**src/rtl/nes_joypad_port.sv**
```systemverilog
// NES $4016/$4017 joypad register emulation fed by an SNES controller reader.
// Resynchronises and filters the SNES button vector, remaps it (with turbo), and serialises it.
module nes_joypad_port #(
  parameter int TURBO_PERIOD  = 833333,
  parameter bit ACTIVE_LOW_IN = 1'b1
) (
  input  logic        CLOCK,
  input  logic        RESET,
  input  logic [15:0] BUTTONS,
  input  logic        TURBO_EN,
  input  logic        CPU_WR,
  input  logic        CPU_WDATA,
  input  logic        CPU_RD,
  output logic [7:0]  RDATA,
  output logic [7:0]  PRESSED,
  output logic [3:0]  SHIFT_COUNT
);

  localparam int CNT_W = (TURBO_PERIOD > 2) ? $clog2(TURBO_PERIOD) : 1;
  localparam logic [CNT_W-1:0] CNT_LAST = CNT_W'(TURBO_PERIOD - 1);
  localparam logic [9:0] IDLE_RAW = ACTIVE_LOW_IN ? 10'h3FF : 10'h000;

  // L, R and the ID nibble never reach the NES side.
  logic unused_bits;
  assign unused_bits = ^BUTTONS[15:10];

  logic [9:0]       sync1_reg, sync2_reg, filt_reg, sample_norm;
  logic [CNT_W-1:0] turbo_cnt_reg;
  logic             phase_reg;
  logic [7:0]       pressed_reg, pressed_next;
  logic [7:0]       shift_reg, shift_next;
  logic [3:0]       count_reg, count_next;
  logic             strobe_reg, strobe_next;
  logic             rdata_reg, rdata_next;

  genvar gi;
  generate
    for (gi = 0; gi < 10; gi++) begin : g_norm
      assign sample_norm[gi] = sync2_reg[gi] ^ ACTIVE_LOW_IN;
    end
  endgenerate

  // Filter only accepts a vector once two back-to-back samples agree, hiding reader skew.
  always_ff @(posedge CLOCK) begin
    if (RESET) begin
      sync1_reg <= IDLE_RAW;
      sync2_reg <= IDLE_RAW;
      filt_reg  <= '0;
    end else begin
      sync1_reg <= BUTTONS[9:0];
      sync2_reg <= sync1_reg;
      if (sync1_reg == sync2_reg)
        filt_reg <= sample_norm;
    end
  end

  always_ff @(posedge CLOCK) begin
    if (RESET) begin
      turbo_cnt_reg <= '0;
      phase_reg     <= 1'b0;
    end else if (turbo_cnt_reg == CNT_LAST) begin
      turbo_cnt_reg <= '0;
      phase_reg     <= ~phase_reg;
    end else begin
      turbo_cnt_reg <= turbo_cnt_reg + 1'b1;
    end
  end

  // SNES order {X,A,R..L..} -> NES order A,B,Select,Start,Up,Down,Left,Right.
  always_comb begin
    pressed_next    = filt_reg[7:0];
    pressed_next[0] = filt_reg[8] | (TURBO_EN & filt_reg[9] & phase_reg);
    pressed_next[1] = filt_reg[0] | (TURBO_EN & filt_reg[1] & phase_reg);
  end

  always_comb begin
    strobe_next = strobe_reg;
    shift_next  = shift_reg;
    count_next  = count_reg;
    rdata_next  = rdata_reg;
    if (CPU_RD)
      rdata_next = strobe_reg ? pressed_reg[0] : shift_reg[0];
    if (strobe_reg) begin
      shift_next = pressed_reg;
      count_next = 4'd0;
    end else if (CPU_RD) begin
      shift_next = {1'b1, shift_reg[7:1]};
      if (count_reg != 4'd8)
        count_next = count_reg + 4'd1;
    end
    if (CPU_WR) begin
      strobe_next = CPU_WDATA;
      if (CPU_WDATA)
        count_next = 4'd0;
    end
  end

  always_ff @(posedge CLOCK) begin
    if (RESET) begin
      pressed_reg <= '0;
      shift_reg   <= 8'hFF;
      count_reg   <= 4'd0;
      strobe_reg  <= 1'b0;
      rdata_reg   <= 1'b0;
    end else begin
      pressed_reg <= pressed_next;
      shift_reg   <= shift_next;
      count_reg   <= count_next;
      strobe_reg  <= strobe_next;
      rdata_reg   <= rdata_next;
    end
  end

  assign RDATA       = {7'b0, rdata_reg};
  assign PRESSED     = pressed_reg;
  assign SHIFT_COUNT = count_reg;

endmodule

```
**config.mk**
```make
export PLATFORM = sky130hd
export DESIGN_NAME = nes_joypad_port
export DESIGN_NICKNAME = d
export VERILOG_FILES = /design/src/rtl/nes_joypad_port.sv
export SDC_FILE = /design/constraint.sdc
export NUM_CORES = 1
export LEC_CHECK = 0
export BUFFER_PORTS_ARGS = -buffer_cell sky130_fd_sc_hd__buf_4
export CORE_AREA = 8 8 99 83
export DETAILED_ROUTE_END_ITERATION = 8
export DIE_AREA = 0 0 107 91
export GPL_ROUTABILITY_DRIVEN = 0
export GPL_TIMING_DRIVEN = 0
export PLACE_DENSITY = 0.73
export SYNTH_ARGS = -nofsm -noshare
export SYNTH_HDL_FRONTEND = slang
export SYNTH_SLANG_ARGS = --single-unit
```
**constraint.sdc**
```tcl
create_clock -name CLOCK -period 4.3 [get_ports CLOCK]
set_clock_uncertainty 0.1 [all_clocks]
set_input_delay 0.43 -clock CLOCK [delete_from_list [all_inputs] [get_ports CLOCK]]
set_output_delay 0.43 -clock CLOCK [all_outputs]
set_load 0.02 [all_outputs]
```
# [Word level (Yosys, flattened, before mapping)]
# Index checks and enable logic that the tools add are counted.
[totals] reg_bits=73 input_bits=22 elab_cells=42
[op_classes] reduce_logical=2 muxes=8 n_eq_ne=3 n_bitwise=17 n_addsub=2
[op_table] op="adder 20 x 1 -> 20 bit, second input constant" count=1
[op_table] op="equality test 20 bit, second input constant" count=1
[op_table] op="2-to-1 mux 4 bit" count=5
[op_table] op="2-to-1 mux 8 bit" count=2
[op_table] op="inverter 1 bit" count=11
[op_table] op="equality test 10 bit" count=1
[op_table] op="adder 4 x 1 -> 4 bit, second input constant" count=1
[op_table] op="bitwise AND 1 bit" count=4
[op_table] op="!= test 4 bit, second input constant" count=1
[op_table] op="bitwise OR 1 bit" count=2
[op_table] op="nonzero test 2 bit" count=1
[op_table] op="OR reduction 2 bit" count=1
[op_table] op="2-to-1 mux 1 bit" count=1

# [Logic depth before layout (Yosys ltp)]
# Gate-level depths: netlist (run 1).
[depth] word_depth=6 ltp_mapped=7 depth_no_buf=6

# [Worst setup path before layout (run 1)]
# Ideal clock, no wire load.
[synth_path] path_type="flip-flop to flip-flop" from="register turbo_cnt_reg[7]" to="register phase_reg" path_stages_with_launch=5 path_buffers=0 period_less_slack_ns=1.973 t_arrival_ns=1.803 slack_ns=2.327 required_time_ns=4.130 path_cell_list="dfxtp_1 -> or4_1 -> or4_4 -> or3_1 -> a21oi_1"
[synth_via] elab_chain_len=1
[synth_rtl] item="from (decl)" line="28" rtl="logic [CNT_W-1:0] turbo_cnt_reg;"
[synth_rtl] item="from (signal assigned)" line="65" rtl="turbo_cnt_reg <= turbo_cnt_reg + 1'b1;"
[synth_rtl] item="equality test 20 bit" line="61" rtl="end else if (turbo_cnt_reg == CNT_LAST) begin"
[synth_rtl] item="to (signal assigned)" line="63" rtl="phase_reg <= ~phase_reg;"
[synth_rtl] item="to (decl)" line="29" rtl="logic phase_reg;"
# Every way passes these cells.
# A chain may end at the register's enable or synchronous reset.

# [Final worst setup path (run 1)]
[layout_path] from="register sync2_reg[8]" to="register filt_reg[3]"
[layout_via] elab_chain_len=1
[layout_rtl] item="from (decl)" line="27" rtl="logic [9:0] sync1_reg, sync2_reg, filt_reg, sample_norm;"
[layout_rtl] item="from (signal assigned)" line="51" rtl="sync2_reg <= sync1_reg;"
[layout_rtl] item="equality test 10 bit" line="52" rtl="if (sync1_reg == sync2_reg)"
[layout_rtl] item="to (signal assigned)" line="53" rtl="filt_reg <= sample_norm;"
[layout_rtl] item="to (decl)" line="27"
# Every way passes these cells.

==> flow_summary.json, run 1 <==
{
  "status": "completed",
  "synth_edf_count": 0,
  "antenna_found_initial": 0,
  "htree_num_levels": 3,
  "ant_nets": 0,
  "cts.clk_slew.worst_paths_ps": 80,
  "syn_inst": 289,
  "place_hpwl_um": 3980,
  "post_cts_resized": 0,
  "die_w_um": 107,
  "finalSetupViolations": 0,
  "rsz0062_at_grt": "false",
  "slew_viol_final": 0,
  "grt_pass1_vias": 2033,
  "tightestPinTransition_ps": 759,
  "port_buffers": 28,
  "p_int_w": 0.00108,
  "netlist_area_um2": 2890,
  "period_needed_ps": 2200,
  "area_growth_pct": 19.6,
  "post_route_cells_drive_above_1_share_pct": 27.1,
  "rows": 27,
  "finalHoldWorstSlack_ps": 159,
  "synthDistinctLibCells": 39,
  "max_slew_margin_pct": 48.9,
  "crit_path_end_kind": "flop",
  "vdd_drop_max_v": 0.000247,
  "cp.required_ps": 4440,
  "cp_data_arrival_time_ps": 2340,
  "grt_pass1_wl_um": 9080,
  "vias_per_cell": 4.79,
  "yosys_most_used_dff": "dfxtp_1",
  "drt_wl_total_um": 5360,
  "hp-class": "primary input to flop",
  "setup_ws_ps": 2100,
  "wire_per_inst_um": 12.6,
  "diodes": 0,
  "ctsRootBufferMaster": "clkbuf_8",
  "grt_max_degree": 15,
  "layout.nets": 360,
  "postCtsSetupRepairBufs": 0,
  "fp.coreArea_um2": 6660,
  "firstDrtPassIters": 4,
  "cts_tree": "yes",
  "hold_viol": 0,
  "crit_type": "flop to flop",
  "grt_usage_pct": 11.6,
  "overflow": 0,
  "fillCellCount": 614,
  "power_frac_clock_pct": 42.2,
  "layout_common_cells": "dfxtp_1, buf_4, nor2_1, or2_2, xor2_1",
  "die_area_um2": 9740,
  "drc": 0,
  "cts_hold_buffers": 0,
  "dp_slack_ps": 2140,
  "power_leakage_nw": 1.34,
  "fin_crit_sh_pct": 51.1,
  "dieHeight_um": 91,
  "mostFrequentLayoutCell": "dfxtp_1",
  "combPwrFrac_pct": 7.1,
  "clock_sinks": 73,
  "sw_frac_of_total_pct": 23.3,
  "maxCapViolations": 0,
  "clockBufferDepth": 2,
  "fmax_mhz": 455,
  "ys.warnings.count": 0,
  "p_per_area_nw_per_um2": 407,
  "synth-seq-cells": 73,
  "largest_register_ffs": 20,
  "num_io_pins": 42,
  "synthArstFlopShare_pct": 0,
  "p_seq_share_pct": 50.6,
  "cts_made_buffers": 9,
  "clock_latency_ps": 350,
  "num_vias": 2041,
  "postSynthAreaPerCell_um2": 10.0,
  "start_kind": "flop",
  "drtIter0Drc": 102,
  "setup_tns_ps": 0,
  "crit_fanout": 10,
  "start_util_pct": 43.4,
  "seq_area_frac_synth_pct": 50.6,
  "r2r_setup_slack_ps": 2100,
  "switchingPower_w": 0.000327
}
Yosys cell counts, types with 3 or more instances:
master | n | area share (%)
a211oi_1 | 5 | 1.3
a21oi_1 | 5 | 0.87
a31oi_1 | 6 | 1.3
buf_2 | 3 | 0.52
buf_4 | 8 | 2.1
clkbuf_1 | 5 | 0.65
dfxtp_1 | 73 | 51
ha_1 | 4 | 1.7
inv_1 | 7 | 0.91
mux2_2 | 13 | 5.1
mux2i_1 | 10 | 3.5
nand2_1 | 8 | 1.0
nand2b_1 | 7 | 1.5
nand3_1 | 4 | 0.69
nand4_1 | 6 | 1.3
nor2_1 | 34 | 4.4
nor2b_1 | 7 | 1.5
nor3_1 | 5 | 0.87
nor4_1 | 5 | 1.1
o21ai_0 | 4 | 0.69
or2_2 | 20 | 4.3
or3_1 | 3 | 0.65
xnor2_1 | 11 | 3.3
xor2_1 | 16 | 4.8
layout make-up:
class / instances / area (um^2) / area share [%]
multi-input cells: 196 / 1320 / 38.1
inverters: 7 / 26.3 / 0.760
clock inverters: 7 / 101 / 2.93
repair buffers: 28 / 210 / 6.08
clock buffers: 9 / 124 / 3.58
plain buffers: 19 / 106 / 3.08
well taps: 87 / 109 / 3.15
flip-flops and latches: 73 / 1460 / 42.3
path summary, 6_finish.rpt:
path / from / endpoint / cells after the start
worst min-delay path: BUTTONS[4] / sync1_reg[4] / 2
worst max register to register: sync2_reg[8] / filt_reg[3] / 5
worst max-delay path: sync2_reg[8] / filt_reg[3] / 5
worst min register to register: sync2_reg[9] / filt_reg[9] / 1
critical path: stages, from the launching register on:
cell     delay (ps)
dfxtp_1         330
xor2_1          160
nor4_1          680
and3_1          240
buf_2           220
mux2_2          360
layer usage:
metal	vias up	part of all wire [%]	track usage, %
li1	1053	-	-
met1	927	48	13.7
met2	52	43	17.9
met3	9	7.4	5.30
met4	0	1.4	4.33
met5	-	0	0
cell families after synthesis:
kind of cell | Yosys count | share of synthesized area [%]
compound gates | 24 | 5.32
other cells | 1 | 0.130
buf+inv | 26 | 4.59
simple gates | 111 | 21.0
fa+ha+maj | 4 | 1.73
xor+xnor | 27 | 8.18
mux | 23 | 8.53
flops | 73 | 50.6
through the flow:
step	area (um^2)	power, W	util (%)	cells
final	3460	0.00141	51.9	426
after global routing	3460	0.00147	51.9	426
after global placement	3230	0.000825	48.6	410
after CTS	3460	0.00142	51.9	426
after detailed placement	3230	0.000829	48.6	410
after floorplan	2910	0.000796	-	295
power by group through the flow:
stage	registers (W)	clock network (W)	logic, W
final	0.000712	0.000594	0.000101
after global placement	0.000727	0	0.0000975
after global routing	0.000715	0.000640	0.000111
after CTS	0.000712	0.000604	0.000101
after detailed placement	0.000728	0	0.000101
after floorplan	0.000726	0	0.0000701
Power figures use the tool's default switching activity.
==> run 2, diff against run 1 <==
PLACE_DENSITY = 0.76   (was 0.73)
clock period = 1.8 ns   (was 4.3 ns; I/O delays follow)
==> run 2 against run 1 <==
Effect of this change: the flow now finishes with violations (negative setup slack); sequential cell count did not move; power rose by 140%; via count rose by 5.0%.
==> flow_summary.json, run 2 (synthesis gave the netlist of run 1 again) <==
{
  "status": "finished with violations",
  "failed_checks": "negative setup slack",
  "diodes": 0,
  "drtIter0Drc": 81,
  "grt_max_degree": 13,
  "num_io_pins": 42,
  "drt_wl_total_um": 5980,
  "cp_data_arrival_time_ps": 2150,
  "start_util_pct": 43.4,
  "p_seq_share_pct": 49.6,
  "grt_pass1_vias": 2097,
  "mostFrequentLayoutCell": "dfxtp_1",
  "die_w_um": 107,
  "tightestPinTransition_ps": 586,
  "clockBufferDepth": 2,
  "wl_met2_um": 2670,
  "largest_register_ffs": 20,
  "reg2regPathDepth": 5,
  "wire_per_inst_um": 13.4,
  "overflow": 0,
  "clock_latency_ps": 340,
  "fmax_mhz": 494,
  "die_area_um2": 9740,
  "p_per_area_nw_per_um2": 918,
  "instances_no_fill": 446,
  "cp.required_ps": 1930,
  "maxCapViolations": 0,
  "start_kind": "flop",
  "ant_nets": 0,
  "grt_usage_pct": 12.6,
  "vias_per_cell": 4.81,
  "sw_frac_of_total_pct": 22.0,
  "r2r_start": "turbo_cnt_reg[7]",
  "num_vias": 2144,
  "rows": 27,
  "cts_tree": "yes",
  "cts_made_buffers": 9,
  "crit_type": "flop to flop",
  "drc": 0,
  "hold_viol": 0,
  "finalSetupViolations": 21,
  "finalHoldWorstSlack_ps": 14.6,
  "power_frac_clock_pct": 41.8,
  "dieHeight_um": 91,
  "layout_common_cells": "dfxtp_1, buf_4, nor2_1, or2_2, xor2_1",
  "port_buffers": 28,
  "switchingPower_w": 0.000756,
  "grt_pass1_wl_um": 9810,
  "wl_met3_um": 398,
  "htree_num_levels": 3,
  "crit_end": "turbo_cnt_reg[16]",
  "r2r_setup_slack_ps": -220,
  "ctsRootBufferMaster": "clkbuf_8",
  "fp.coreArea_um2": 6660,
  "place_hpwl_um": 3940,
  "critPathLaunch": "turbo_cnt_reg[7]",
  "wl_met1_um": 2860,
  "hp-class": "primary input to flop",
  "p_int_w": 0.00267,
  "rr_endpoint": "turbo_cnt_reg[16]",
  "post_route_cells_drive_above_1_share_pct": 32.0,
  "max_slew_margin_pct": 60.9,
  "crit_path_end_kind": "flop",
  "cts.clk_slew.worst_paths_ps": 80,
  "slew_viol_final": 0,
  "top_layer": "met4",
  "clock_sinks": 73,
  "dp_slack_ps": -238,
  "area_growth_pct": 29.2,
  "period_needed_ps": 2020,
  "vdd_drop_max_v": 0.000513,
  "crit_fanout": 10,
  "layout.nets": 380,
  "placed_cells": 410,
  "antenna_found_initial": 0,
  "power_leakage_nw": 1.46,
  "combPwrFrac_pct": 8.6,
  "fin_crit_sh_pct": 112,
  "firstDrtPassIters": 4,
  "setup_ws_ps": -224,
  "rsz0062_at_grt": "true"
}
## run 2: cell types whose count changed in the layout (fill, tap and decap cells not counted), moves of 4 or more
cell,before,now
buf_6,0,4
nor2_1,34,30
buf_4,36,43
dlygate4sd3_1,0,12
nor2_2,0,4
## run 2: area by class of cell
cell class              instances  area (um^2)
plain buffers                  19          128
inverters                       7         26.3
fillers                       574         2920
flip-flops and latches         73         1460
clock inverters                 5         77.6
well taps                      87          109
multi-input cells             196         1390
clock buffers                  11          151
repair buffers                 48          394
## run 2: worst min path at each step
stage | start | to | slack (ps) | depth (start not counted)
4_1_cts | TURBO_EN | PRESSED[1] | 5 | 3
2_1_floorplan | RESET | PRESSED[2] | 160 | 1
3_5_place_dp | BUTTONS[4] | sync1_reg[4] | 270 | 2
3_3_place_gp | BUTTONS[1] | sync1_reg[1] | 270 | 2
5_1_grt | TURBO_EN | PRESSED[1] | 10 | 3
6_report | CPU_WR | strobe_reg | 10 | 3
## run 2: timing repair
action	4_1_cts	5_1_grt
buffers inserted	5	2
pin swaps	6	6
cloned	1	0
hold endpoints to repair	15	0
hold buffers	12	0
resized for setup	12	13
endpoints found under the setup margin	27	38
## run 2: worst max-delay path, stage by stage, from the launching register on
cell      delay, ps
dfxtp_2         330
or4_4           520
or4_4           560
o21bai_4        200
buf_6           170
nor2_1           50
## run 2: layer usage
| metal | track usage (%) | up-vias |
|---|---|---|
| li1 | - | 1091 |
| met1 | 15.2 | 996 |
| met2 | 20.2 | 51 |
| met5 | 0 | - |
| met3 | 5.01 | 6 |
| met4 | 3.86 | 0 |
## run 2: stage by stage
stage                     total power, W  TNS, ps  util, %  area, um^2
after floorplan                  0.00191    -1980        -        2930
after global placement           0.00198    -5160     48.8        3250
after detailed placement         0.00199    -5460     48.8        3250
after CTS                        0.00345    -4000     55.4        3690
after global routing             0.00356    -5420     56.1        3730
final                            0.00343    -4350     56.1        3730
## run 2: power by group through the flow
stage	Combinational, W	Sequential, W	Clock [W]
3_3_place_gp	0.000241	0.00174	0
3_5_place_dp	0.000247	0.00174	0
6_report	0.000295	0.00170	0.00143
5_1_grt	0.000326	0.00171	0.00152
2_1_floorplan	0.000174	0.00173	0
4_1_cts	0.000289	0.00170	0.00146
